File: config.mk
export PLATFORM = sky130hd
export DESIGN_NAME = load_store_unit_flat
export DESIGN_NICKNAME = d
export VERILOG_FILES = /design/src/rtl/load_store_unit_pkg.sv /design/src/rtl/load_store_unit_if.sv /design/src/rtl/load_store_unit_byte_lane.sv /design/src/rtl/load_store_unit.sv /design/src/flat_wrapper.sv
export SDC_FILE = /design/constraint.sdc
export NUM_CORES = 1
export LEC_CHECK = 0
export CELL_PAD_IN_SITES_DETAIL_PLACEMENT = 1
export CELL_PAD_IN_SITES_GLOBAL_PLACEMENT = 1
export CORE_ASPECT_RATIO = 1.75
export CORE_MARGIN = 2
export CORE_UTILIZATION = 36
export DETAILED_ROUTE_END_ITERATION = 8
export GPL_TIMING_DRIVEN = 0
export PLACE_DENSITY = 0.87
export SETUP_SLACK_MARGIN = 0.2
export SLEW_MARGIN = 25
export SYNTH_ARGS = -nofsm -noshare
export SYNTH_HDL_FRONTEND = slang
export SYNTH_SLANG_ARGS = --single-unit
File: constraint.sdc
create_clock -name clk -period 5.4 [get_ports clk]
set_input_delay 0.54 -clock clk [delete_from_list [all_inputs] [get_ports clk]]
set_output_delay 0.54 -clock clk [all_outputs]
set_load 0.03 [all_outputs]
File: src/rtl/load_store_unit_pkg.sv
// Shared types and bus encodings for the load/store unit.
package lsu_pkg;

  typedef enum logic [2:0] {
    IDLE,
    FETCH,
    LOAD,
    RMW_RD,
    RMW_WR,
    STORE
  } lsu_state_e;

  localparam logic [1:0] TRANS_IDLE = 2'b00;
  localparam logic [1:0] TRANS_NSEQ = 2'b10;
  localparam logic [1:0] TRANS_SEQ  = 2'b11;

  localparam logic SIZE_BYTE = 1'b0;
  localparam logic SIZE_WORD = 1'b1;

endpackage

File: src/rtl/load_store_unit_if.sv
// Request, fetch, memory-bus and result signals of the load/store unit.
interface load_store_unit_if #(
  parameter int unsigned ADDR_W = 32
);
  logic              req_valid_i;
  logic              req_ready_o;
  logic              req_write_i;
  logic              req_byte_i;
  logic [ADDR_W-1:0] req_addr_i;
  logic [31:0]       req_wdata_i;
  logic [3:0]        req_dest_i;

  logic              fetch_req_i;
  logic [ADDR_W-1:0] fetch_addr_i;
  logic              fetch_valid_o;
  logic [31:0]       fetch_instr_o;

  logic [ADDR_W-1:0] mem_addr_o;
  logic [31:0]       mem_wdata_o;
  logic [31:0]       mem_rdata_i;
  logic              mem_abort_i;
  logic              mem_data_valid_i;
  logic              mem_write_o;
  logic              mem_size_o;
  logic [1:0]        mem_trans_o;

  logic              ld_valid_o;
  logic [3:0]        ld_dest_o;
  logic [31:0]       ld_data_o;
  logic              abort_o;

  // LSU side
  modport slave (
    input  req_valid_i, req_write_i, req_byte_i, req_addr_i, req_wdata_i, req_dest_i,
    input  fetch_req_i, fetch_addr_i,
    input  mem_rdata_i, mem_abort_i, mem_data_valid_i,
    output req_ready_o, fetch_valid_o, fetch_instr_o,
    output mem_addr_o, mem_wdata_o, mem_write_o, mem_size_o, mem_trans_o,
    output ld_valid_o, ld_dest_o, ld_data_o, abort_o
  );

  // Execute stage, fetch stage and memory side
  modport master (
    output req_valid_i, req_write_i, req_byte_i, req_addr_i, req_wdata_i, req_dest_i,
    output fetch_req_i, fetch_addr_i,
    output mem_rdata_i, mem_abort_i, mem_data_valid_i,
    input  req_ready_o, fetch_valid_o, fetch_instr_o,
    input  mem_addr_o, mem_wdata_o, mem_write_o, mem_size_o, mem_trans_o,
    input  ld_valid_o, ld_dest_o, ld_data_o, abort_o
  );
endinterface

File: src/rtl/load_store_unit_byte_lane.sv
// Byte-lane helper: zero-extended byte extraction for loads and byte merge for stores.
module byte_lane_unit (
  input  logic [31:0] word_i,
  input  logic [1:0]  lane_i,
  input  logic [7:0]  byte_i,
  output logic [31:0] load_byte_o,
  output logic [31:0] merged_o
);

  always_comb begin
    load_byte_o      = '0;
    load_byte_o[7:0] = word_i[{lane_i, 3'b000} +: 8];
    merged_o         = word_i;
    merged_o[{lane_i, 3'b000} +: 8] = byte_i;
  end

endmodule

File: src/rtl/load_store_unit.sv
// Memory-access stage: arbitrates fetch vs. data requests on the single memory port,
// sequencing word/byte loads, word stores and read-modify-write byte stores.
module load_store_unit
  import lsu_pkg::*;
#(
  parameter int unsigned TIMEOUT_CYCLES = 16,
  parameter int unsigned ADDR_W         = 32
) (
  input logic               clk,
  input logic               reset,
  load_store_unit_if.slave  bus
);

  localparam int unsigned CNT_W = (TIMEOUT_CYCLES > 1) ? $clog2(TIMEOUT_CYCLES) : 1;
  localparam logic [CNT_W-1:0] CNT_LAST = CNT_W'(TIMEOUT_CYCLES - 1);

  lsu_state_e state, state_d;

  logic [CNT_W-1:0]  cnt;
  logic              r_byte;
  logic [1:0]        r_lane;
  logic [7:0]        r_wbyte;
  logic [3:0]        r_dest;
  logic [ADDR_W-1:0] last_fetch_addr;
  logic              last_fetch_valid;

  logic [ADDR_W-1:0] mem_addr_q;
  logic [31:0]       mem_wdata_q;
  logic              mem_write_q;
  logic              mem_size_q;
  logic [1:0]        mem_trans_q;
  logic              ld_valid_q;
  logic [3:0]        ld_dest_q;
  logic [31:0]       ld_data_q;
  logic              fetch_valid_q;
  logic [31:0]       fetch_instr_q;
  logic              abort_q;

  logic              issue, issue_write;
  logic [1:0]        issue_trans;
  logic [ADDR_W-1:0] issue_addr;
  logic [31:0]       issue_wdata;
  logic              accept, fetch_start, cnt_inc;
  logic              ld_fire, fetch_fire, abort_fire;
  logic              lfv_set, lfv_clr;
  logic              fetch_is_seq;

  logic [31:0]       lane_load, lane_merged;

  byte_lane_unit u_lane (
    .word_i      (bus.mem_rdata_i),
    .lane_i      (r_lane),
    .byte_i      (r_wbyte),
    .load_byte_o (lane_load),
    .merged_o    (lane_merged)
  );

  assign fetch_is_seq = last_fetch_valid && (bus.fetch_addr_i == last_fetch_addr + ADDR_W'(4));

  always_ff @(posedge clk) begin
    if (reset) state <= IDLE;
    else       state <= state_d;
  end

  always_comb begin
    state_d     = state;
    issue       = 1'b0;
    issue_write = 1'b0;
    issue_trans = TRANS_NSEQ;
    issue_addr  = {bus.req_addr_i[ADDR_W-1:2], 2'b00};
    issue_wdata = bus.req_wdata_i;
    accept      = 1'b0;
    fetch_start = 1'b0;
    cnt_inc     = 1'b0;
    ld_fire     = 1'b0;
    fetch_fire  = 1'b0;
    abort_fire  = 1'b0;
    lfv_set     = 1'b0;
    lfv_clr     = 1'b0;

    unique case (state)
      IDLE: begin
        if (bus.req_valid_i) begin
          accept  = 1'b1;
          issue   = 1'b1;
          lfv_clr = 1'b1;
          if (!bus.req_write_i) begin
            state_d = LOAD;
          end else if (bus.req_byte_i) begin
            state_d = RMW_RD;
          end else begin
            state_d     = STORE;
            issue_write = 1'b1;
          end
        end else if (bus.fetch_req_i) begin
          fetch_start = 1'b1;
          issue       = 1'b1;
          issue_addr  = {bus.fetch_addr_i[ADDR_W-1:2], 2'b00};
          issue_trans = fetch_is_seq ? TRANS_SEQ : TRANS_NSEQ;
          state_d     = FETCH;
        end
      end

      default: begin
        if (bus.mem_data_valid_i) begin
          if (bus.mem_abort_i) begin
            abort_fire = 1'b1;
            lfv_clr    = (state == FETCH);
            state_d    = IDLE;
          end else begin
            unique case (state)
              FETCH: begin
                fetch_fire = 1'b1;
                lfv_set    = 1'b1;
                state_d    = IDLE;
              end
              LOAD: begin
                ld_fire = 1'b1;
                state_d = IDLE;
              end
              RMW_RD: begin
                // Read half done: write back the same word with one lane replaced
                issue       = 1'b1;
                issue_write = 1'b1;
                issue_addr  = mem_addr_q;
                issue_wdata = lane_merged;
                state_d     = RMW_WR;
              end
              default: state_d = IDLE;
            endcase
          end
        end else if (cnt == CNT_LAST) begin
          abort_fire = 1'b1;
          lfv_clr    = (state == FETCH);
          state_d    = IDLE;
        end else begin
          cnt_inc = 1'b1;
        end
      end
    endcase
  end

  always_ff @(posedge clk) begin
    if (reset) begin
      cnt              <= '0;
      r_byte           <= 1'b0;
      r_lane           <= '0;
      r_wbyte          <= '0;
      r_dest           <= '0;
      last_fetch_addr  <= '0;
      last_fetch_valid <= 1'b0;
      mem_addr_q       <= '0;
      mem_wdata_q      <= '0;
      mem_write_q      <= 1'b0;
      mem_size_q       <= SIZE_BYTE;
      mem_trans_q      <= TRANS_IDLE;
      ld_valid_q       <= 1'b0;
      ld_dest_q        <= '0;
      ld_data_q        <= '0;
      fetch_valid_q    <= 1'b0;
      fetch_instr_q    <= '0;
      abort_q          <= 1'b0;
    end else begin
      ld_valid_q    <= ld_fire;
      fetch_valid_q <= fetch_fire;
      abort_q       <= abort_fire;
      mem_trans_q   <= issue ? issue_trans : TRANS_IDLE;
      mem_write_q   <= issue && issue_write;

      if (issue) begin
        mem_addr_q <= issue_addr;
        mem_size_q <= SIZE_WORD;
        cnt        <= '0;
      end else if (cnt_inc) begin
        cnt <= cnt + CNT_W'(1);
      end
      if (issue && issue_write) mem_wdata_q <= issue_wdata;

      if (accept) begin
        r_byte  <= bus.req_byte_i;
        r_lane  <= bus.req_addr_i[1:0];
        r_wbyte <= bus.req_wdata_i[7:0];
        r_dest  <= bus.req_dest_i;
      end

      if (ld_fire) begin
        ld_data_q <= r_byte ? lane_load : bus.mem_rdata_i;
        ld_dest_q <= r_dest;
      end
      if (fetch_fire) fetch_instr_q <= bus.mem_rdata_i;

      if (fetch_start) last_fetch_addr <= bus.fetch_addr_i;
      if (lfv_clr)      last_fetch_valid <= 1'b0;
      else if (lfv_set) last_fetch_valid <= 1'b1;
    end
  end

  assign bus.req_ready_o   = (state == IDLE) && !reset;
  assign bus.mem_addr_o    = mem_addr_q;
  assign bus.mem_wdata_o   = mem_wdata_q;
  assign bus.mem_write_o   = mem_write_q;
  assign bus.mem_size_o    = mem_size_q;
  assign bus.mem_trans_o   = mem_trans_q;
  assign bus.ld_valid_o    = ld_valid_q;
  assign bus.ld_dest_o     = ld_dest_q;
  assign bus.ld_data_o     = ld_data_q;
  assign bus.fetch_valid_o = fetch_valid_q;
  assign bus.fetch_instr_o = fetch_instr_q;
  assign bus.abort_o       = abort_q;

endmodule

File: src/flat_wrapper.sv
// flat-port wrapper written by rule: the top's interface ports become plain ports
module load_store_unit_flat import lsu_pkg::*;
#(
  parameter int unsigned TIMEOUT_CYCLES = 16,
  parameter int unsigned ADDR_W         = 32
)
  (clk, reset, bus_req_valid_i, bus_req_write_i, bus_req_byte_i, bus_req_addr_i, bus_req_wdata_i, bus_req_dest_i, bus_fetch_req_i, bus_fetch_addr_i, bus_mem_rdata_i, bus_mem_abort_i, bus_mem_data_valid_i, bus_req_ready_o, bus_fetch_valid_o, bus_fetch_instr_o, bus_mem_addr_o, bus_mem_wdata_o, bus_mem_write_o, bus_mem_size_o, bus_mem_trans_o, bus_ld_valid_o, bus_ld_dest_o, bus_ld_data_o, bus_abort_o);
  load_store_unit_if #(.ADDR_W(ADDR_W)) bus_i ();
  input logic clk;
  input logic reset;
  input wire logic [$bits(bus_i.req_valid_i)-1:0] bus_req_valid_i;
  input wire logic [$bits(bus_i.req_write_i)-1:0] bus_req_write_i;
  input wire logic [$bits(bus_i.req_byte_i)-1:0] bus_req_byte_i;
  input wire logic [$bits(bus_i.req_addr_i)-1:0] bus_req_addr_i;
  input wire logic [$bits(bus_i.req_wdata_i)-1:0] bus_req_wdata_i;
  input wire logic [$bits(bus_i.req_dest_i)-1:0] bus_req_dest_i;
  input wire logic [$bits(bus_i.fetch_req_i)-1:0] bus_fetch_req_i;
  input wire logic [$bits(bus_i.fetch_addr_i)-1:0] bus_fetch_addr_i;
  input wire logic [$bits(bus_i.mem_rdata_i)-1:0] bus_mem_rdata_i;
  input wire logic [$bits(bus_i.mem_abort_i)-1:0] bus_mem_abort_i;
  input wire logic [$bits(bus_i.mem_data_valid_i)-1:0] bus_mem_data_valid_i;
  output wire logic [$bits(bus_i.req_ready_o)-1:0] bus_req_ready_o;
  output wire logic [$bits(bus_i.fetch_valid_o)-1:0] bus_fetch_valid_o;
  output wire logic [$bits(bus_i.fetch_instr_o)-1:0] bus_fetch_instr_o;
  output wire logic [$bits(bus_i.mem_addr_o)-1:0] bus_mem_addr_o;
  output wire logic [$bits(bus_i.mem_wdata_o)-1:0] bus_mem_wdata_o;
  output wire logic [$bits(bus_i.mem_write_o)-1:0] bus_mem_write_o;
  output wire logic [$bits(bus_i.mem_size_o)-1:0] bus_mem_size_o;
  output wire logic [$bits(bus_i.mem_trans_o)-1:0] bus_mem_trans_o;
  output wire logic [$bits(bus_i.ld_valid_o)-1:0] bus_ld_valid_o;
  output wire logic [$bits(bus_i.ld_dest_o)-1:0] bus_ld_dest_o;
  output wire logic [$bits(bus_i.ld_data_o)-1:0] bus_ld_data_o;
  output wire logic [$bits(bus_i.abort_o)-1:0] bus_abort_o;
  assign bus_i.req_valid_i = bus_req_valid_i;
  assign bus_i.req_write_i = bus_req_write_i;
  assign bus_i.req_byte_i = bus_req_byte_i;
  assign bus_i.req_addr_i = bus_req_addr_i;
  assign bus_i.req_wdata_i = bus_req_wdata_i;
  assign bus_i.req_dest_i = bus_req_dest_i;
  assign bus_i.fetch_req_i = bus_fetch_req_i;
  assign bus_i.fetch_addr_i = bus_fetch_addr_i;
  assign bus_i.mem_rdata_i = bus_mem_rdata_i;
  assign bus_i.mem_abort_i = bus_mem_abort_i;
  assign bus_i.mem_data_valid_i = bus_mem_data_valid_i;
  assign bus_req_ready_o = bus_i.req_ready_o;
  assign bus_fetch_valid_o = bus_i.fetch_valid_o;
  assign bus_fetch_instr_o = bus_i.fetch_instr_o;
  assign bus_mem_addr_o = bus_i.mem_addr_o;
  assign bus_mem_wdata_o = bus_i.mem_wdata_o;
  assign bus_mem_write_o = bus_i.mem_write_o;
  assign bus_mem_size_o = bus_i.mem_size_o;
  assign bus_mem_trans_o = bus_i.mem_trans_o;
  assign bus_ld_valid_o = bus_i.ld_valid_o;
  assign bus_ld_dest_o = bus_i.ld_dest_o;
  assign bus_ld_data_o = bus_i.ld_data_o;
  assign bus_abort_o = bus_i.abort_o;
  load_store_unit #(.TIMEOUT_CYCLES(TIMEOUT_CYCLES), .ADDR_W(ADDR_W)) u_core (.clk(clk), .reset(reset), .bus(bus_i));
endmodule
Word level (Yosys, flattened, before mapping)
Cells that the tools add are included.

operators by class
  bitwise operators = 3
  shift operators = 3
  reduce and logical (&&, ||, !) cells = 13
  muxes and demuxes = 57
  $add $sub $neg = 3
  equal/unequal tests = 7

operators by type and width
  cell                                                   number
  2-to-1 mux 32 bit                                      11
  2-to-1 mux 1 bit                                       33
  adder 32 x 3 -> 32 bit, second input constant          1
  bitwise mux 32 bit                                     1
  == test 32 bit                                         1
  variable shift 8 x 7 -> 32 bit, first input constant   1
  variable part select 32 x 6 -> 8 bit                   1
  variable part select 8 x 7 -> 32 bit                   1
  2-to-1 mux 3 bit                                       9
  OR reduction 2 bit                                     4
  negation 5 -> 7 bit                                    1
  == test 3 x 2 -> 1 bit, second input constant          2
  2-to-1 mux 2 bit                                       3
  OR reduction 5 bit                                     1
  adder 4 x 1 -> 4 bit, second input constant            1
  == test 4 bit, second input constant                   1
  inequality test 4 x 3 -> 1 bit, second input constant  1
  AND reduction 2 bit                                    2
  == test 3 x 1 -> 1 bit, second input constant          1
  logical AND 1 bit                                      3
  zero test 3 bit                                        1
  inequality test 3 bit, second input constant           1
  inverter 1 bit                                         3
  nonzero test 3 bit                                     1
  zero test 1 bit                                        1

storage, ports and cells
  logic and storage cells = 106
  input bits = 140
  register bits = 194

Longest topological paths before layout
Gate-level depths: netlist of the first run.

  depth in word-level cells = 7
  gate-level depth with buffers = 8
  depth with buffers taken out = 8

Hierarchy
From an unflattened synthesis of the first run, not the netlist that was laid out.

unflattened totals
  cells, all modules = 1145
  area, all modules = 9540.4 µm²

modules (own cells, without submodules)
  module           area each (µm²)  sequential area each (µm²)  instances  cells an instance
  load_store_unit  8526.9           3843.7                      1          1007
  byte_lane_unit   1013.5           0.0                         1          138

Worst setup path before layout of the first run
No wires, ideal clock.

  kind = reg2reg
  start point = register u_core.last_fetch_addr[2]
  end point = register u_core.mem_trans_q[0], in the netlist u_core.bus.mem_trans_o[0]
  cell stages (with the launch flop) = 9
  arrival time = 2450 ps
  path slack = 2862 ps
  path through = dfxtp_1 ha_1 nand3_1 or4_1 or3_1 nor3_1 xnor2_1 nand4_1 nor4_2

between the ends
  longest elaborated chain between the ends = 4

ends and longest elaborated chain
  element                 line                    RTL
  from (decl)             load_store_unit.sv:24   logic [ADDR_W-1:0] last_fetch_addr;
  from (signal assigned)  load_store_unit.sv:192  if (fetch_start) last_fetch_addr <= bus.fetch_addr_i;
  adder 32 x 3 -> 32 bit  load_store_unit.sv:58   assign fetch_is_seq = last_fetch_valid && (bus.fetch_addr_i == last_fetch_addr + ADDR_W'(4));
  == test 32 bit          load_store_unit.sv:58
  logical AND 1 bit       load_store_unit.sv:58
  2-to-1 mux 1 bit        load_store_unit.sv:99   issue_trans = fetch_is_seq ? TRANS_SEQ : TRANS_NSEQ;
  to (signal assigned)    load_store_unit.sv:167  mem_trans_q <= issue ? issue_trans : TRANS_IDLE;
  to (decl)               load_store_unit.sv:31   logic [1:0] mem_trans_q;

No other way between the ends.
A chain may end at the register's enable or synchronous reset.

Worst setup path in the final report of the first run
  start point = input reset
  end point = output bus_req_ready_o

between the ends
  longest elaborated chain between the ends = 2

ends and longest elaborated chain
  element            line                    RTL
  from (decl)        flat_wrapper.sv:10      input logic reset;
  zero test 1 bit    load_store_unit.sv:198  assign bus.req_ready_o = (state == IDLE) && !reset;
  logical AND 1 bit  load_store_unit.sv:198
  to (decl)          flat_wrapper.sv:22      output wire logic [$bits(bus_i.req_ready_o)-1:0] bus_req_ready_o;

No other way between the ends.

==> results of run 1 <==
[area by class of cell]
type,count,area share (%)
sequential,192,31.4
inverter,10,0.307
clock buffer,23,3.91
multi-input combinational,718,35.3
timing repair buffer,277,22.7
tap,304,3.11
buffer,69,2.21
antenna,2,0.0409
clock inverter,9,1.07
[per-stage QoR]
step | utilization (%) | hold slack (ns) | cells | cell area (sq um)
floorplan | - | 0.436 | 989 | 8460
global placement | 50.0 | 0.446 | 1570 | 11600
detailed placement | 50.0 | 0.448 | 1570 | 11600
CTS | 52.6 | 0.457 | 1602 | 12200
global route | 52.7 | 0.474 | 1604 | 12200
finish | 52.7 | 0.454 | 1604 | 12200
[worst max path at each step]
stage                                            to  slack, ns  cells past startpoint
after floorplan           u_core.bus.mem_trans_o[0]       2.86                      8
after global placement              bus_req_ready_o       2.01                      5
after detailed placement            bus_req_ready_o       1.91                      5
after CTS                           bus_req_ready_o       1.91                      5
after global routing                bus_req_ready_o       1.83                      5
final                               bus_req_ready_o       2.01                      5
[routing by layer]
metal  vias up  global-route usage, %  wire, microns
li1       4131                      -              -
met1      4233                   27.3          12000
met2       349                   53.6          18800
met3       107                   5.19           1710
met4         2                   19.5           2410
met5         -                      0             13
[logic make-up after synthesis]
family	after synthesis
and+or+nand+nor	355
AOI/OAI and AO/OA	256
buffers and inverters	79
adders and majority gates	7
other	1
DFF	192
xor gates and xnor gates	53
muxes	45
[state kept, by name, indices dropped and copies added (netlist names), 2 cells and up]
signal / count
u_core.bus.fetch_instr_o: 32
u_core.bus.ld_data_o: 32
u_core.bus.mem_wdata_o: 32
u_core.last_fetch_addr: 32
u_core.bus.mem_addr_o: 30
u_core.r_wbyte: 8
u_core.bus.ld_dest_o: 4
u_core.cnt: 4
u_core.r_dest: 4
u_core.state: 3
u_core.bus.mem_trans_o: 2
u_core.r_lane: 2
[power groups by stage]
stage / Combinational (uW) / Clock (uW) / Sequential [uW]
after global routing: 782 / 1410 / 1570
final: 734 / 1330 / 1560
after CTS: 737 / 1350 / 1560
after floorplan: 269 / 0 / 1680
after detailed placement: 733 / 0 / 1590
after global placement: 715 / 0 / 1590
[worst min-delay path, cell delays in order (launching register included)]
cell,delay [ns]
dfxtp_1,0.31
nand2_1,0.05
a21oi_1,0.05
[cells in the final DEF, fill, tap and decap left out, drive strengths merged, types with 4 or more instances in the layout]
| cell type | synthesis | layout |
|---|---|---|
| nand2 | 208 | 208 |
| mux2i | 37 | 37 |
| clkinv | 2 | 5 |
| a22o | 24 | 24 |
| nor2 | 75 | 75 |
| a31oi | 4 | 4 |
| a221oi | 32 | 32 |
| o22ai | 8 | 8 |
| xor2 | 23 | 23 |
| clkbuf | 64 | 87 |
| mux2 | 8 | 8 |
| nor4 | 8 | 8 |
| a211oi | 40 | 40 |
| nor3 | 17 | 17 |
| xnor2 | 30 | 30 |
| o21ai | 9 | 9 |
| or3 | 4 | 4 |
| a21oi | 99 | 99 |
| buf | 5 | 5 |
| a311oi | 30 | 30 |
| nand4 | 8 | 8 |
| clkdlybuf4s50 | 0 | 277 |
| nand3 | 18 | 18 |
| dfxtp | 192 | 192 |
| ha | 7 | 7 |
| inv | 8 | 8 |
==> flow_summary.toml, run 1 <==
[finish]
drive_gt1_share_pct = 3.85
multiInputGateArea_sq_mm = 0.00432
syn_to_final_growth_pct = 44.8
finalNetCount = 1432
seq_area_sq_mm = 0.00384
nFillCells = 2730

[timing]
setup_viol = 0
finalHoldViolations = 0
maxSlewViolCount = 0
max_freq_mhz = 295
fin_crit_ns = 3.39
worst_slew_pin_slew_ns = 0.874
tns_ns = 0
max-slew-margin-rel_pct = 41.3
setup_slack_ns = 2.01
rsz0062_at_grt = "no"
fin_worst_skew_ns = 0.00787
fin_crit_sh_pct = 62.8

[min_path]
hold_path_class = "register to register"
hold_end = "u_core.bus.fetch_instr_o[15]"
min_from = "u_core.bus.fetch_instr_o[15]"
min_path_cells = 2

[detailed_routing]
drc_errors = 0
antenna_left = 0
drt-initial-drc-count = 477
avgViaCountPerCell = 5.50
wl_microns = 35000
routedWlPerCell_microns = 21.8
vias = 8822
drt_pass1_iterations = 4

[global_routing]
grt_usage_pct = 28.2
grt_pass1_wl_microns = 52900
antenna_found_initial = 4
grt_max_degree = 17
grt_pass1_vias = 9364
gr-total-overflow = 0

[power_and_ir_drop]
combPwrFrac_pct = 20.3
power.internal_uw = 2560
p_sw_share_pct = 29.2
seqPwrFrac_pct = 43.0
power_density_mw_per_mm2 = 296
total_power_uw = 3620
power_frac_clock_pct = 36.7
irDropWorstVdd_uv = 210
power.leakage_uw = 0.00444
switchingPower_uw = 1060

[synth]
synth_top_area_share_pct = 45.5
async_flop_share_pct = 0
synthXorXnorAreaFrac_pct = 5.49
synth-simple-area-share_pct = 18.1
syn_inst = 988
synth-seq-cells = 192
syn_avg_cell_area_sq_um = 8.56
synth.most_common_cell = "nand2_1"
synth_top_family_by_area = "compound AO/OA/AOI/OAI gates"
synth-compound-area-share_pct = 20.7
netlist_area_sq_mm = 0.00845
synth_warnings = 0
synth_top_area_cell = "dfxtp_1"
ys_seq_area_share_pct = 45.5
synthFlopType = "dfxtp_1"
synth_edf_count = 0
synth_area_leaders = "dfxtp_1 (45%), nand2_1 (9.2%), a21oi_1 (5.9%)"
ys_types = 47
synth_mux_area_share_pct = 5.45
synthAdderAreaFrac_pct = 1.04
ys_top_cells_by_count = "nand2_1 (208), dfxtp_1 (192), a21oi_1 (99)"

[worst_setup_path]
worstSetupStartpointType = "input pin"
required_ns = 4.86
r2r_cells = 8
startpoint = "reset"
critical_path_peak_fanout = 10
cp_top_family = "buffers and inverters"
slowest_stage = "clkdlybuf4s50_1"
r2r-start = "u_core.last_fetch_addr[2]"
worstSetupEndpointType = "primary output"
crit_chain = "clkdlybuf4s50_1 -> clkbuf_1 -> clkbuf_1 -> nor2_1 -> clkdlybuf4s50_1"
worstPathArrival_ns = 2.85
cp.buffers_inverters = 4
path_class = "input pin to primary output"
r2r-end = "u_core.bus.mem_trans_o[0]"
crit_path_max_incr_delay_ns = 0.62
reg2reg_setup_slack_ns = 2.27

[clocking]
holdBufCountCts = 0
clock-sinks = 192
clk_latency_ns = 0.44
cts_max_path_buffers = 2
clockRootBuffer = "clkbuf_16"
htreeDepth = 4
clk_pin_slew_ns = 0.06
postCtsResizedCells = 0
cts_setup_buffers = 0
cts_tree = "done"
cts_buffers = 17

[placement]
hpwl_microns = 27900
gp_congestion = 0.937
post-place-ws_ns = 1.91
io_buffers = 277

[floorplanning]
die_area_sq_mm = 0.0248
ioPinCount = 280
die_h_microns = 207
row_count = 74
die_w_microns = 120
coreArea_sq_mm = 0.0232
start_util_pct = 36.4

[flow_run]
drv_cap = 0

[status]
status = "finished clean"
No activity file was read; power rests on OpenSTA's default activity.
==> run 2: changes to the inputs <==
CORE_UTILIZATION = 33   (was 36)
PLACE_DENSITY = 0.8   (was 0.87)
clock period = 3.43 ns   (was 5.4 ns; I/O delays follow)
==> run 2 against run 1 <==
Compared with the run above: final cell count up 0.69%; first-iteration DRC count down 27%; count of clock-buffer cells in the layout fell by 3; non-clock buffer count did not move; utilization shrank 4.3 points; register-to-register slack got worse by 1.9 ns; worst hold slack got worse by 0.0083 ns; die area is 8.8% higher; global-route usage fell by 2.3 points; highest routed layer is now met4.
==> flow_summary.toml, run 2 (synthesis results as in run 1) <==
[power_and_ir_drop]
power_frac_clock_pct = 35.5
seqPwrFrac_pct = 43.9
switchingPower_uw = 1730
power_density_mw_per_mm2 = 457
combPwrFrac_pct = 20.6
power.internal_uw = 3850
power.leakage_uw = 0.00442
p_sw_share_pct = 31.0
total_power_uw = 5580
irDropWorstVdd_uv = 298

[timing]
worst_slew_pin_slew_ns = 0.893
fin_crit_sh_pct = 89.4
setup_viol = 0
tns_ns = 0
finalHoldViolations = 0
setup_slack_ns = 0.364
max_freq_mhz = 326
max-slew-margin-rel_pct = 40.0
fin_worst_skew_ns = 0.0115
fin_crit_ns = 3.07
maxSlewViolCount = 0
rsz0062_at_grt = "no"

[worst_setup_path]
required_ns = 3.80
crit_chain = "ha_1 -> nand3_1 -> or4_1 -> or3_1 -> nor3_1 -> xnor2_1 -> nand4_1 -> nor4_2"
worstSetupEndpointType = "register"
worstPathArrival_ns = 3.44
crit_path_max_incr_delay_ns = 0.58
critical_path_peak_fanout = 8
worstSetupStartpointType = "register"
slowest_stage = "or4_1"
path_class = "register to register"

[finish]
seq_area_sq_mm = 0.00384
drive_gt1_share_pct = 3.93
finalNetCount = 1432
multiInputGateArea_sq_mm = 0.00432
finalInstanceArea_sq_mm = 0.0122
syn_to_final_growth_pct = 44.4
post-route-util_pct = 48.3
nFillCells = 2986
layout_common_cells = "clkdlybuf4s50_1 (277), nand2_1 (208), dfxtp_1 (192), a21oi_1 (99), nor2_1 (75)"
final_common_cell = "clkdlybuf4s50_1"

[global_routing]
grt_usage_pct = 26.0
grt_pass1_wl_microns = 53900
antenna_found_initial = 1
grt_pass1_vias = 9392
grt_max_degree = 18
gr-total-overflow = 0

[detailed_routing]
antenna_left = 0
drt_pass1_iterations = 4
routedWlPerCell_microns = 21.9
avgViaCountPerCell = 5.44
vias = 8791
drc_errors = 0
drt-initial-drc-count = 348
wl_microns = 35300

[placement]
post-place-ws_ns = 0.251
place_area_sq_mm = 0.0116
hpwl_microns = 28100
gp_congestion = 0.914
io_buffers = 277

[clocking]
cts_setup_buffers = 0
cts_max_path_buffers = 2
clk_latency_ns = 0.46
clk_pin_slew_ns = 0.07
htreeDepth = 4
cts_tree = "done"
clock-sinks = 192
cts_buffers = 17
clockRootBuffer = "clkbuf_16"
holdBufCountCts = 0

[floorplanning]
die_w_microns = 125
coreArea_sq_mm = 0.0252
die_area_sq_mm = 0.0270
die_h_microns = 216
start_util_pct = 33.5
ioPinCount = 280
row_count = 77

[min_path]
hold_path_class = "input pin to register"

[flow_run]
drv_cap = 0

[status]
status = "finished clean"
## run 2: cell count changes in the layout (fill, tap and decap cells not counted)
| cell | previous run | this run |
|---|---|---|
| clkbuf_1 | 67 | 66 |
| clkinv_4 | 1 | 2 |
| inv_6 | 0 | 5 |
| clkbuf_2 | 0 | 1 |
| bufinv_16 | 3 | 1 |
| inv_8 | 0 | 1 |
| clkinv_2 | 2 | 0 |
| diode_2 | 2 | 1 |
| clkbuf_8 | 3 | 0 |
## run 2: per-stage QoR
step	hold slack [ns]	cells
detailed placement	0.448	1582
global route	0.455	1615
finish	0.446	1615
global placement	0.442	1582
CTS	0.427	1614
floorplan	0.436	989
## run 2: repair_timing
action / CTS / global route
resized for setup: 0 / 2
endpoints found under the hold margin: 0 / 0
setup endpoints to repair: 0 / 1
## run 2: path summary, 6_finish.rpt
check	from	end	slack [ns]	cells past startpoint
max	u_core.last_fetch_addr[2]	u_core.bus.mem_trans_o[0]	0.36	8
min	bus_req_dest_i[0]	u_core.r_dest[0]	0.45	3
max reg2reg	u_core.last_fetch_addr[2]	u_core.bus.mem_trans_o[0]	0.36	8
min reg2reg	u_core.bus.fetch_instr_o[13]	u_core.bus.fetch_instr_o[13]	0.46	2
## run 2: worst max-delay path: cells and delay by family (launching register included)
kind,cells,cell delay (ns)
simple gates,6,2.02
flops,1,0.48
fa+ha+maj,1,0.32
xor+xnor,1,0.16
## run 2: routing by layer
metal	global-route usage (%)	routed length [microns]
met2	49.8	19400
met5	0	0
met4	16.7	2310
met1	24.8	12100
met3	4.98	1540
## run 2: power by group through the flow
stage	Sequential [uW]	Clock [uW]	Combinational [uW]
after detailed placement	2500	0	1150
after global placement	2500	0	1130
after CTS	2450	2020	1160
after floorplan	2650	0	423
final	2450	1980	1150
after global routing	2470	2120	1230
## run 2: cell type report
type	count	share of cell area (%)
sequential	192	31.5
buffer	69	2.22
inverter	10	0.308
antenna	1	0.0205
multi-input combinational	718	35.4
clock buffer	20	3.58
clock inverter	12	1.03
timing repair buffer	277	22.7
tap	316	3.24
==> run 3: changes to the inputs <==
MAX_ROUTING_LAYER = met4   (was unset)
PLACE_DENSITY = 0.83   (was 0.8)
==> run 3 against run 2 <==
Compared with the run above: register-to-register slack improved by 0.02 ns; via count fell by 1.4%; clock skew fell by 0.0015 ns; highest routed layer unchanged; global-route usage rose by 0.86 points; maximum frequency fell by 0.47%; power rose by 3.7%.
==> flow_summary.toml, run 3 (synthesis results as in run 1) <==
[status]
status = "finished clean"

[clocking]
holdBufCountCts = 0
clk_latency_ns = 0.44
cts_tree = "done"
clk_pin_slew_ns = 0.07
htreeDepth = 4
cts_buffers = 17
cts_setup_buffers = 0
clock-sinks = 192
postCtsResizedCells = 0
cts_max_path_buffers = 2
clockRootBuffer = "clkbuf_16"

[global_routing]
grt_pass1_wl_microns = 54000
grt_usage_pct = 26.9
grt_pass1_vias = 9406
grt_max_degree = 17
gr-total-overflow = 0
antenna_found_initial = 1

[floorplanning]
start_util_pct = 33.5
row_count = 77
ioPinCount = 280
coreArea_sq_mm = 0.0252
die_h_microns = 216
die_w_microns = 125
die_area_sq_mm = 0.0270

[timing]
tns_ns = 0
setup_viol = 0
fin_worst_skew_ns = 0.0100
setup_slack_ns = 0.350
fin_crit_ns = 3.08
max_freq_mhz = 325
max-slew-margin-rel_pct = 34.8
finalHoldViolations = 0
fin_crit_sh_pct = 89.8
maxSlewViolCount = 0
worst_slew_pin_slew_ns = 0.971
rsz0062_at_grt = "no"

[finish]
syn_to_final_growth_pct = 45.3
multiInputGateArea_sq_mm = 0.00432
layout_common_cells = "clkdlybuf4s50_1 (277), nand2_1 (208), dfxtp_1 (192), a21oi_1 (99), nor2_1 (75)"
layoutNonFillerInstCount = 1614
seq_area_sq_mm = 0.00384
drive_gt1_share_pct = 4.01
final_common_cell = "clkdlybuf4s50_1"
nFillCells = 2962
finalNetCount = 1432

[detailed_routing]
vias = 8667
avgViaCountPerCell = 5.37
wl_microns = 35400
drt-initial-drc-count = 283
drt_pass1_iterations = 4
drc_errors = 0
routedWlPerCell_microns = 22.0
antenna_left = 0

[worst_setup_path]
worstPathArrival_ns = 2.74
critical_path_peak_fanout = 10
required_ns = 3.09
worstSetupStartpointType = "input pin"
worstSetupEndpointType = "primary output"
path_class = "input pin to primary output"

[placement]
gp_congestion = 0.897
post-place-ws_ns = 0.305
place_inst = 1582
io_buffers = 277
hpwl_microns = 28400

[power_and_ir_drop]
total_power_uw = 5790
power_density_mw_per_mm2 = 471
irDropWorstVdd_uv = 348
power.leakage_uw = 0.00445

[flow_run]
drv_cap = 0

[min_path]
hold_path_class = "input pin to register"
run 3: final timing paths:
| check | startpoint | endpoint | slack [ns] | depth (start not counted) |
|---|---|---|---|---|
| max | reset | bus_req_ready_o | 0.35 | 5 |
| min reg2reg | u_core.bus.fetch_instr_o[14] | u_core.bus.fetch_instr_o[14] | 0.46 | 2 |
| min | bus_req_dest_i[0] | u_core.r_dest[0] | 0.45 | 3 |
| max reg2reg | u_core.last_fetch_addr[2] | u_core.bus.mem_trans_o[0] | 0.38 | 8 |
run 3: where the power goes:
| group | total [uW] | leakage [uW] | internal [uW] | switching (uW) |
|---|---|---|---|---|
| Sequential | 2450 | 0.00156 | 2350 | 99.2 |
| Clock | 2180 | 0.000301 | 1270 | 915 |
| Combinational | 1150 | 0.00259 | 477 | 676 |
| Total | 5790 | 0.00445 | 4100 | 1690 |
run 3: routing by layer:
| layer | vias up | part of all wire [%] | global-route usage [%] |
|---|---|---|---|
| li1 | 4127 | - | - |
| met1 | 4201 | 34 | 24.5 |
| met2 | 268 | 57 | 52.5 |
| met3 | 71 | 4.1 | 4.93 |
| met4 | 0 | 4.8 | 12.8 |
| met5 | - | 0 | - |
run 3: cell type report:
cell class                 count  area share (%)
clock inverter                11            1.47
tap                          316            3.22
timing repair buffer         277            22.6
inverter                      10           0.306
sequential                   192            31.3
clock buffer                  20            3.72
antenna                        1          0.0204
multi-input combinational    718            35.2
buffer                        69            2.20
run 3: through the flow:
stage | instance area, sq um | util [%] | hold slack, ns
detailed placement | 11600 | 46.1 | 0.454
finish | 12300 | 48.7 | 0.451
floorplan | 8460 | - | 0.436
CTS | 12300 | 48.6 | 0.436
global route | 12300 | 48.7 | 0.440
global placement | 11600 | 46.1 | 0.443
run 3: critical path, stage by stage:
cell and delay, ns:
clkdlybuf4s50_1 0.59, clkbuf_1 0.51, clkbuf_1 0.49, nor2_1 0.18, clkdlybuf4s50_1 0.63
